$ cat config.mk
export PLATFORM = sky130hd
export DESIGN_NAME = branch_sched
export DESIGN_NICKNAME = d
export VERILOG_FILES = /design/src/rtl/branch_sched.sv
export SDC_FILE = /design/constraint.sdc
export NUM_CORES = 1
export LEC_CHECK = 0
export CAP_MARGIN = 20
export CORE_UTILIZATION = 55
export DETAILED_ROUTE_END_ITERATION = 12
export GPL_TIMING_DRIVEN = 0
export PLACE_DENSITY = 0.87
export SLEW_MARGIN = 20
export SYNTH_ARGS = -nofsm -noshare
export SYNTH_HDL_FRONTEND = slang
export SYNTH_SLANG_ARGS = --single-unit
export TNS_END_PERCENT = 20
$ cat constraint.sdc
create_clock -name clk -period 9.6 [get_ports clk]
set_input_delay 1.92 -clock clk [delete_from_list [all_inputs] [get_ports clk]]
set_output_delay 1.92 -clock clk [all_outputs]
set_load 0.005 [all_outputs]
$ cat src/rtl/branch_sched.sv
// Branch resolution scheduler: evaluates MIPS-style conditional branches, waits for
// operands and the delay slot, issues one redirect per taken branch and a link write.
module branch_sched (
  input  logic        clk,
  input  logic        rst,
  input  logic        br_valid,
  input  logic [5:0]  op,
  input  logic [4:0]  rt,
  input  logic [15:0] imm,
  input  logic [31:0] pc,
  input  logic [31:0] a,
  input  logic [31:0] b,
  input  logic        a_rdy,
  input  logic        b_rdy,
  input  logic        ds_valid,
  input  logic        redirect_ack,
  input  logic        except_flush,
  output logic        stall_id,
  output logic        busy,
  output logic        redirect_valid,
  output logic [31:0] redirect_pc,
  output logic        link_we,
  output logic [31:0] link_data,
  output logic [31:0] br_cnt,
  output logic [31:0] taken_cnt
);

  localparam logic [5:0] OP_REGIMM = 6'b000001;
  localparam logic [5:0] OP_BEQ    = 6'b000100;
  localparam logic [5:0] OP_BNE    = 6'b000101;
  localparam logic [5:0] OP_BLEZ   = 6'b000110;
  localparam logic [5:0] OP_BGTZ   = 6'b000111;
  localparam logic [4:0] RT_BLTZ   = 5'b00000;
  localparam logic [4:0] RT_BGEZ   = 5'b00001;
  localparam logic [4:0] RT_BLTZAL = 5'b10000;
  localparam logic [4:0] RT_BGEZAL = 5'b10001;

  typedef enum logic [1:0] {S_IDLE, S_WAIT_OP, S_WAIT_DS, S_REDIR} state_t;

  state_t      r_state;
  logic [5:0]  r_op;
  logic [4:0]  r_rt;
  logic [15:0] r_imm;
  logic [31:0] r_pc;
  logic        r_taken;
  logic [31:0] r_target;
  logic        r_link_we;
  logic [31:0] r_link_data;
  logic [31:0] r_br_cnt;
  logic [31:0] r_taken_cnt;

  logic        w_in_idle;
  logic [5:0]  w_op;
  logic [4:0]  w_rt;
  logic [15:0] w_imm;
  logic [31:0] w_pc;
  logic        w_supported;
  logic        w_taken;
  logic        w_is_link;
  logic        w_ready;
  logic        w_cand;
  logic        w_eval;
  logic [31:0] w_target;

  // In IDLE the branch comes straight from decode; afterwards from the latched copy.
  assign w_in_idle = (r_state == S_IDLE);
  assign w_op      = w_in_idle ? op  : r_op;
  assign w_rt      = w_in_idle ? rt  : r_rt;
  assign w_imm     = w_in_idle ? imm : r_imm;
  assign w_pc      = w_in_idle ? pc  : r_pc;

  // NOTE: every signal driven here gets a default first so no latch is inferred.
  always_comb begin
    w_supported = 1'b0;
    w_taken     = 1'b0;
    case (w_op)
      OP_BEQ:  begin w_supported = 1'b1; w_taken = (a == b); end
      OP_BNE:  begin w_supported = 1'b1; w_taken = (a != b); end
      OP_BLEZ: begin w_supported = 1'b1; w_taken = a[31] || (a == 32'd0); end
      OP_BGTZ: begin w_supported = 1'b1; w_taken = !a[31] && (a != 32'd0); end
      OP_REGIMM: begin
        case (w_rt)
          RT_BLTZ, RT_BLTZAL: begin w_supported = 1'b1; w_taken = a[31];  end
          RT_BGEZ, RT_BGEZAL: begin w_supported = 1'b1; w_taken = !a[31]; end
          default: ;
        endcase
      end
      default: ;
    endcase
  end

  assign w_is_link = (w_op == OP_REGIMM) && ((w_rt == RT_BLTZAL) || (w_rt == RT_BGEZAL));
  assign w_ready   = ((w_op == OP_BEQ) || (w_op == OP_BNE)) ? (a_rdy && b_rdy) : a_rdy;
  assign w_cand    = (w_in_idle && br_valid && w_supported) || (r_state == S_WAIT_OP);
  assign w_eval    = w_cand && w_ready && !except_flush;
  assign w_target  = w_pc + 32'd4 + {{14{w_imm[15]}}, w_imm, 2'b00};

  // NOTE: sequential state uses non-blocking assignments only, so every register
  // samples the pre-edge values regardless of statement order.
  always_ff @(posedge clk) begin
    if (rst) begin
      r_state     <= S_IDLE;
      r_op        <= '0;
      r_rt        <= '0;
      r_imm       <= '0;
      r_pc        <= '0;
      r_taken     <= 1'b0;
      r_target    <= '0;
      r_link_we   <= 1'b0;
      r_link_data <= '0;
      r_br_cnt    <= '0;
      r_taken_cnt <= '0;
    end else begin
      r_link_we <= 1'b0;
      if (except_flush) begin
        r_state <= S_IDLE;
      end else begin
        case (r_state)
          S_IDLE: begin
            if (br_valid && w_supported) begin
              r_op    <= op;
              r_rt    <= rt;
              r_imm   <= imm;
              r_pc    <= pc;
              r_state <= w_ready ? S_WAIT_DS : S_WAIT_OP;
            end
          end
          S_WAIT_OP: if (w_ready) r_state <= S_WAIT_DS;
          S_WAIT_DS: if (ds_valid) r_state <= r_taken ? S_REDIR : S_IDLE;
          S_REDIR:   if (redirect_ack) r_state <= S_IDLE;
          default:   r_state <= S_IDLE;
        endcase
      end
      if (w_eval) begin
        r_taken   <= w_taken;
        r_target  <= w_target;
        r_br_cnt  <= r_br_cnt + 32'd1;
        if (w_taken) r_taken_cnt <= r_taken_cnt + 32'd1;
        r_link_we <= w_is_link;
        if (w_is_link) r_link_data <= w_pc + 32'd8;
      end
    end
  end

  // A flush landing on the link cycle still suppresses the GPR write.
  assign stall_id       = !rst && ((w_in_idle && br_valid && w_supported && !w_ready) ||
                                   (r_state == S_WAIT_OP));
  assign busy           = (r_state != S_IDLE);
  assign redirect_valid = (r_state == S_REDIR);
  assign redirect_pc    = r_target;
  assign link_we        = r_link_we && !except_flush;
  assign link_data      = r_link_data;
  assign br_cnt         = r_br_cnt;
  assign taken_cnt      = r_taken_cnt;

endmodule

# ---- After elaboration in Yosys (flattened, before gate mapping)
# Index checks and enable logic that the tools add are counted.
dict set report classes {
  n_addsub 5
  mul 0
  div 0
  order_cmp 0
  n_eq_ne 17
  n_shift 0
  muxes 16
  bitwise 2
  n_reduce_logical 35
}
# operator n
set ops {}
lappend ops {{$add 32x1->32 const B} 2}
lappend ops {{$add 32x3->32 const B} 1}
lappend ops {{$add 32x32->32} 1}
lappend ops {{$add 32x4->32 const B} 1}
lappend ops {{$eq 32x32->1} 1}
lappend ops {{$logic_not 32->1} 1}
lappend ops {{$mux 32} 1}
lappend ops {{$ne 32x32->1} 1}
lappend ops {{$reduce_bool 32->1} 1}
lappend ops {{$eq 6x3->1 const B} 4}
lappend ops {{$mux 16} 1}
lappend ops {{$mux 2} 6}
lappend ops {{$logic_and 1x1->1} 11}
lappend ops {{$eq 5x5->1 const B} 2}
lappend ops {{$pmux 2 s4} 1}
lappend ops {{$reduce_or 2->1} 4}
lappend ops {{$reduce_or 4->1} 2}
lappend ops {{$eq 6x1->1 const B} 1}
lappend ops {{$mux 6} 1}
lappend ops {{$ne 2x2->1 const B} 3}
lappend ops {{$eq 5x1->1 const B} 1}
lappend ops {{$logic_not 5->1} 1}
lappend ops {{$logic_or 1x1->1} 5}
lappend ops {{$mux 5} 1}
lappend ops {{other kinds (13)} 21}
dict set report word_totals {
  regBits 191
  latchBits 0
  ram_bits 0
  rom_bits 0
  wordCells 86
  memories 0
}

# ---- Depth between registers and ports, before layout
dict set report depth {
  ltp_word 12
  ltp_mapped 19
  mapped_depth_nobuf 14
}

# ---- Worst setup path before layout
# Ideal clock, no wire load.
dict set report synth_timing {
  path_kind {input-to-reg}
  startpoint {in pc[8]}
  endpoint {reg r_target[24] (netlist: redirect_pc[24])}
  arrival_ns 4.705
  path_slack_ns 4.804
  path_stages 11
  path_buffers 0
  path_cell_list {or3b_2 nand2_1 ha_1 ha_1 a21oi_1 o21bai_1 a311o_1 a2111oi_0 o21a_1 o21ai_0 a311oi_1}
}
dict set report synth_between {
  elab_chain_cells 3
}
# item line_no
set synth_rtl {}
lappend synth_rtl {{from (decl)} 10} ;# input logic [31:0] pc,
lappend synth_rtl {{$mux 32} 70} ;# assign w_pc = w_in_idle ? pc : r_pc;
lappend synth_rtl {{$add 32x3->32} 96} ;# assign w_target = w_pc + 32'd4 + {{14{w_imm[15]}}, w_imm, 2'b00};
lappend synth_rtl {{$add 32x32->32} 96}
lappend synth_rtl {{to (signal assigned)} 136} ;# r_target <= w_target;
lappend synth_rtl {{to (decl)} 46} ;# logic [31:0] r_target;
# Every way passes these cells.
# A chain may end at the register's enable or synchronous reset.

# ---- Worst setup path after layout
dict set report layout_timing {
  startpoint {in op[0]}
  endpoint {out stall_id}
}
dict set report layout_between {
  elab_chain_cells 8
  elab_cells_between_ends 15
  cone_classes {5 x eq/ne; 3 x mux; 7 x reduce/logical}
}
# item line_no
set layout_rtl {}
lappend layout_rtl {{from (decl)} 7} ;# input logic [5:0] op,
lappend layout_rtl {{$mux 6 (*)} 67} ;# assign w_op = w_in_idle ? op : r_op;
lappend layout_rtl {{$eq 6x3->1 (on tied branches)} {76, 93}}
lappend layout_rtl {{$reduce_or 4->1 (no source line) or $logic_or 1x1->1 (tied branches)} -}
lappend layout_rtl {{$pmux 1 s2 or $mux 1 (tied branches)} {76, 93}}
lappend layout_rtl {{$logic_and 1x1->1 or $logic_not 1->1 (tied branches)} 146} ;# assign stall_id = !rst && ((w_in_idle && br_valid && w_supported && !w_ready) ||
lappend layout_rtl {{$logic_and 1x1->1 (*)} 146}
lappend layout_rtl {{$logic_or 1x1->1 (*)} 146}
lappend layout_rtl {{$logic_and 1x1->1 (*)} 146}
lappend layout_rtl {{to (decl)} 18} ;# output logic stall_id,
# Every way passes the cells marked *; elsewhere a longest branch is shown, timed or not.

==> flow_summary.ini <==
[status]
status = complete, no violations

[floorplan]
placeableCoreArea_um2 = 20400
die_h_um = 147
initial_core_util_pct = 56.5
dieWidth_um = 147
num_io_pins = 263
row_count = 52
dieArea_um2 = 21500

[logic_synthesis]
postSynth.asyncResetShare_pct = 0
avgSynthCellArea_um2 = 7.74
yosysTopAreaCell = dfxtp_1
synth-seq-cells = 191
synth_area_um2 = 11500
synth_top_family_by_area = simple AND/OR/NAND/NOR gates
yosys_warnings = 0
synth-edff-count = 0
seq_area_frac_synth_pct = 33.3
yosys.area_share.adder_pct = 6.70
yosys.area.top_type_share_pct = 33.3
syn_inst = 1486
synth_simple_gate_area_share_pct = 27.3
syn_nets = 1678
synth_xor_area_share_pct = 7.98
synthTopCellsByArea = dfxtp_1 (33%), nand2_1 (11%), ha_1 (6.5%)
yosysUniqueCellTypes = 68
yosys_most_used_dff = dfxtp_1
synth-compound-area-share_pct = 17.3
synthMuxAreaShare_pct = 3.36

[detailed_routing]
wl_um = 38700
drtAntennaViolNets = 0
drt_iter0_markers = 1345
vias_per_cell = 6.02
dr_total_vias = 12300
wire_per_inst_um = 18.9
drc = 0
first_pass_iters = 8

[placed_design]
port_buffers = 261
gp_congestion = 0.961
placed_area_um2 = 14400
placed_cells = 2017
hpwl_um = 29300

[clock_tree]
cts_tree = done
cts_made_buffers = 17
cts-root-buf = clkbuf_16
cts_hold_buf = 0
htreeDepth = 4
clk_pin_slew_ns = 0.07
clock-sinks = 191
clockBufferDepth = 2
postCtsSetupBuffers = 0
cts-resized-gates = 0
clk_latency_ns = 0.45

[pwr]
leakage_nw = 5.60
vdd_drop_max_mv = 0.139
power.density_nw_per_um2 = 123

[final_layout]
nNetsFinal = 1958
stdcell_area_um2 = 15000
utilization_pct = 73.8
syn_to_final_growth_pct = 30.8
final_cells = 2050
drive_gt1_share_pct = 5.40

[global_routing]
antenna_found_initial = 1
grt-ovfl-total = 0
grt_pass1_vias = 11700
grtUsageTotal_pct = 35.3
grt_max_degree = 19
grt_first_pass_wirelength_um = 60300

[sta]
min_period_over_period_pct = 64.6
rsz0062_at_grt = no
fmax_mhz = 161
hold_viol = 0
fin_skew_ns = 0.0155
setup_viol = 0
min_period_ns = 6.21
worst_pin_slew_ns = 0.900
setup_tns_ns = 0
slew_violations = 0
relSlewSlack_pct = 40.0

[setup_path]
endpoint_kind = output pin
path_cells = clkdlybuf4s50_1 > nor4b_1 > nand2_1 > nand2_1 > o211ai_1 > inv_1 > a21oi_1 > nor3_1 > clkdlybuf4s50_1
cp-start-kind = input port
cp_max_fo = 4
crit_type = in -> out
cp_slowest_stage_delay_ns = 0.60
worstPathRequired_ns = 7.68
critPathArrivalTime_ns = 4.29
slowest_stage = clkdlybuf4s50_1

[worst_hold_path]
min_path_type = reg -> reg

[run]
cap_viol_max_count = 0
per-stage QoR:
stage	power [mW]	hold slack (ns)	worst slack [ns]
after floorplan	1.01	0.433	4.80
after global placement	1.13	0.439	3.49
after detailed placement	1.14	0.446	3.49
after CTS	1.85	0.455	3.47
after global routing	1.91	0.463	3.17
final	1.86	0.452	3.39
path summary, 6_finish.rpt:
path                               startpoint         endpoint  slack (ns)  cells past startpoint
worst max-delay path                    op[0]         stall_id        3.39                      9
worst min register to register  link_data[13]    link_data[13]        0.45                      2
worst min-delay path            link_data[13]    link_data[13]        0.45                      2
worst max register to register     r_state[1]  redirect_pc[31]        3.45                     19
per-layer routing:
| layer | global-route usage (%) | share of wire, % | routed length, um | vias up |
|---|---|---|---|---|
| met5 | 0 | 0 | 0 | - |
| li1 | - | - | - | 5806 |
| met1 | 44.8 | 40 | 15400 | 5736 |
| met4 | 16.1 | 3.8 | 1490 | 0 |
| met3 | 5.59 | 9.7 | 3740 | 112 |
| met2 | 58.6 | 47 | 18000 | 684 |
cell usage after synthesis (3+ instances only):
| cell | number |
|---|---|
| nand4b_1 | 3 |
| nor2_1 | 76 |
| a21oi_1 | 141 |
| clkbuf_1 | 65 |
| nor3_1 | 24 |
| mux2i_1 | 15 |
| o41ai_1 | 14 |
| a222oi_1 | 3 |
| nand3_1 | 49 |
| o311ai_0 | 15 |
| a31oi_1 | 11 |
| o21bai_1 | 4 |
| xor2_1 | 25 |
| nand3b_1 | 3 |
| o211ai_1 | 15 |
| nor3b_1 | 6 |
| nor2b_1 | 21 |
| nand2_1 | 341 |
| buf_2 | 18 |
| buf_1 | 7 |
| dfxtp_1 | 191 |
| or4bb_1 | 6 |
| a21o_1 | 21 |
| or2_2 | 15 |
| inv_1 | 25 |
| and2_1 | 16 |
| a311o_1 | 3 |
| nor4b_1 | 3 |
| or3_1 | 14 |
| and4_1 | 8 |
| or3b_2 | 4 |
| o21a_1 | 10 |
| nand2b_1 | 4 |
| nor4_1 | 20 |
| mux2_2 | 21 |
| a22oi_1 | 4 |
| o21ai_0 | 30 |
| xnor2_1 | 77 |
| nand4_1 | 32 |
| and3_1 | 18 |
| ha_1 | 60 |
| a211oi_1 | 15 |
| a211o_1 | 3 |
final cells by class:
class | count | area, um^2
clock inverters | 14 | 145
flip-flops and latches | 191 | 3820
fillers | 1586 | 5330
plain buffers | 91 | 372
clock buffers | 18 | 439
repair buffers | 261 | 2610
multi-input cells | 1178 | 7200
inverters | 26 | 97.6
diodes | 1 | 2.50
well taps | 270 | 338
worst max-delay path, delay by kind of cell:
family,cells,cell delay [ns]
buffers and inverters,3,1.22
and+or+nand+nor,4,0.93
AOI/OAI and AO/OA,2,0.21
power breakdown:
| part | internal, mW | leakage, nW | switching, mW |
|---|---|---|---|
| registers | 0.795 | 1.54 | 0.00202 |
| logic | 0.150 | 3.79 | 0.190 |
| clock network | 0.374 | 0.277 | 0.346 |
cell families (layout without fill, tap and decap cells):
group	count (synthesis)	count (layout)
compound gates	310	310
xor+xnor	103	103
fa+ha+maj	61	61
buf+inv	117	410
flops	191	191
mux	36	36
other cells	0	1
simple gates	668	668
registers in the layout, summed over array words and instances, names as in the netlist:
register and count:
br_cnt 32, link_data 32, r_pc 32, redirect_pc 32, taken_cnt 32, r_imm 16
r_op 6, r_rt 5, r_state 2, r_link_we 1, r_taken 1
cells in the final DEF, fill, tap and decap left out, types with 18 or more instances in the layout:
cell type          n
a21o_1            21
nand4_1           32
nand3_1           49
a21oi_1          141
nor2b_1           21
clkbuf_1          65
nor4_1            20
nand2_1          341
inv_1             25
mux2_2            21
nor2_1            76
ha_1              60
and3_1            18
xnor2_1           77
xor2_1            25
o21ai_0           30
clkdlybuf4s50_1  261
nor3_1            24
dfxtp_1          191
buf_2             18
Power figures use the tool's default switching activity.
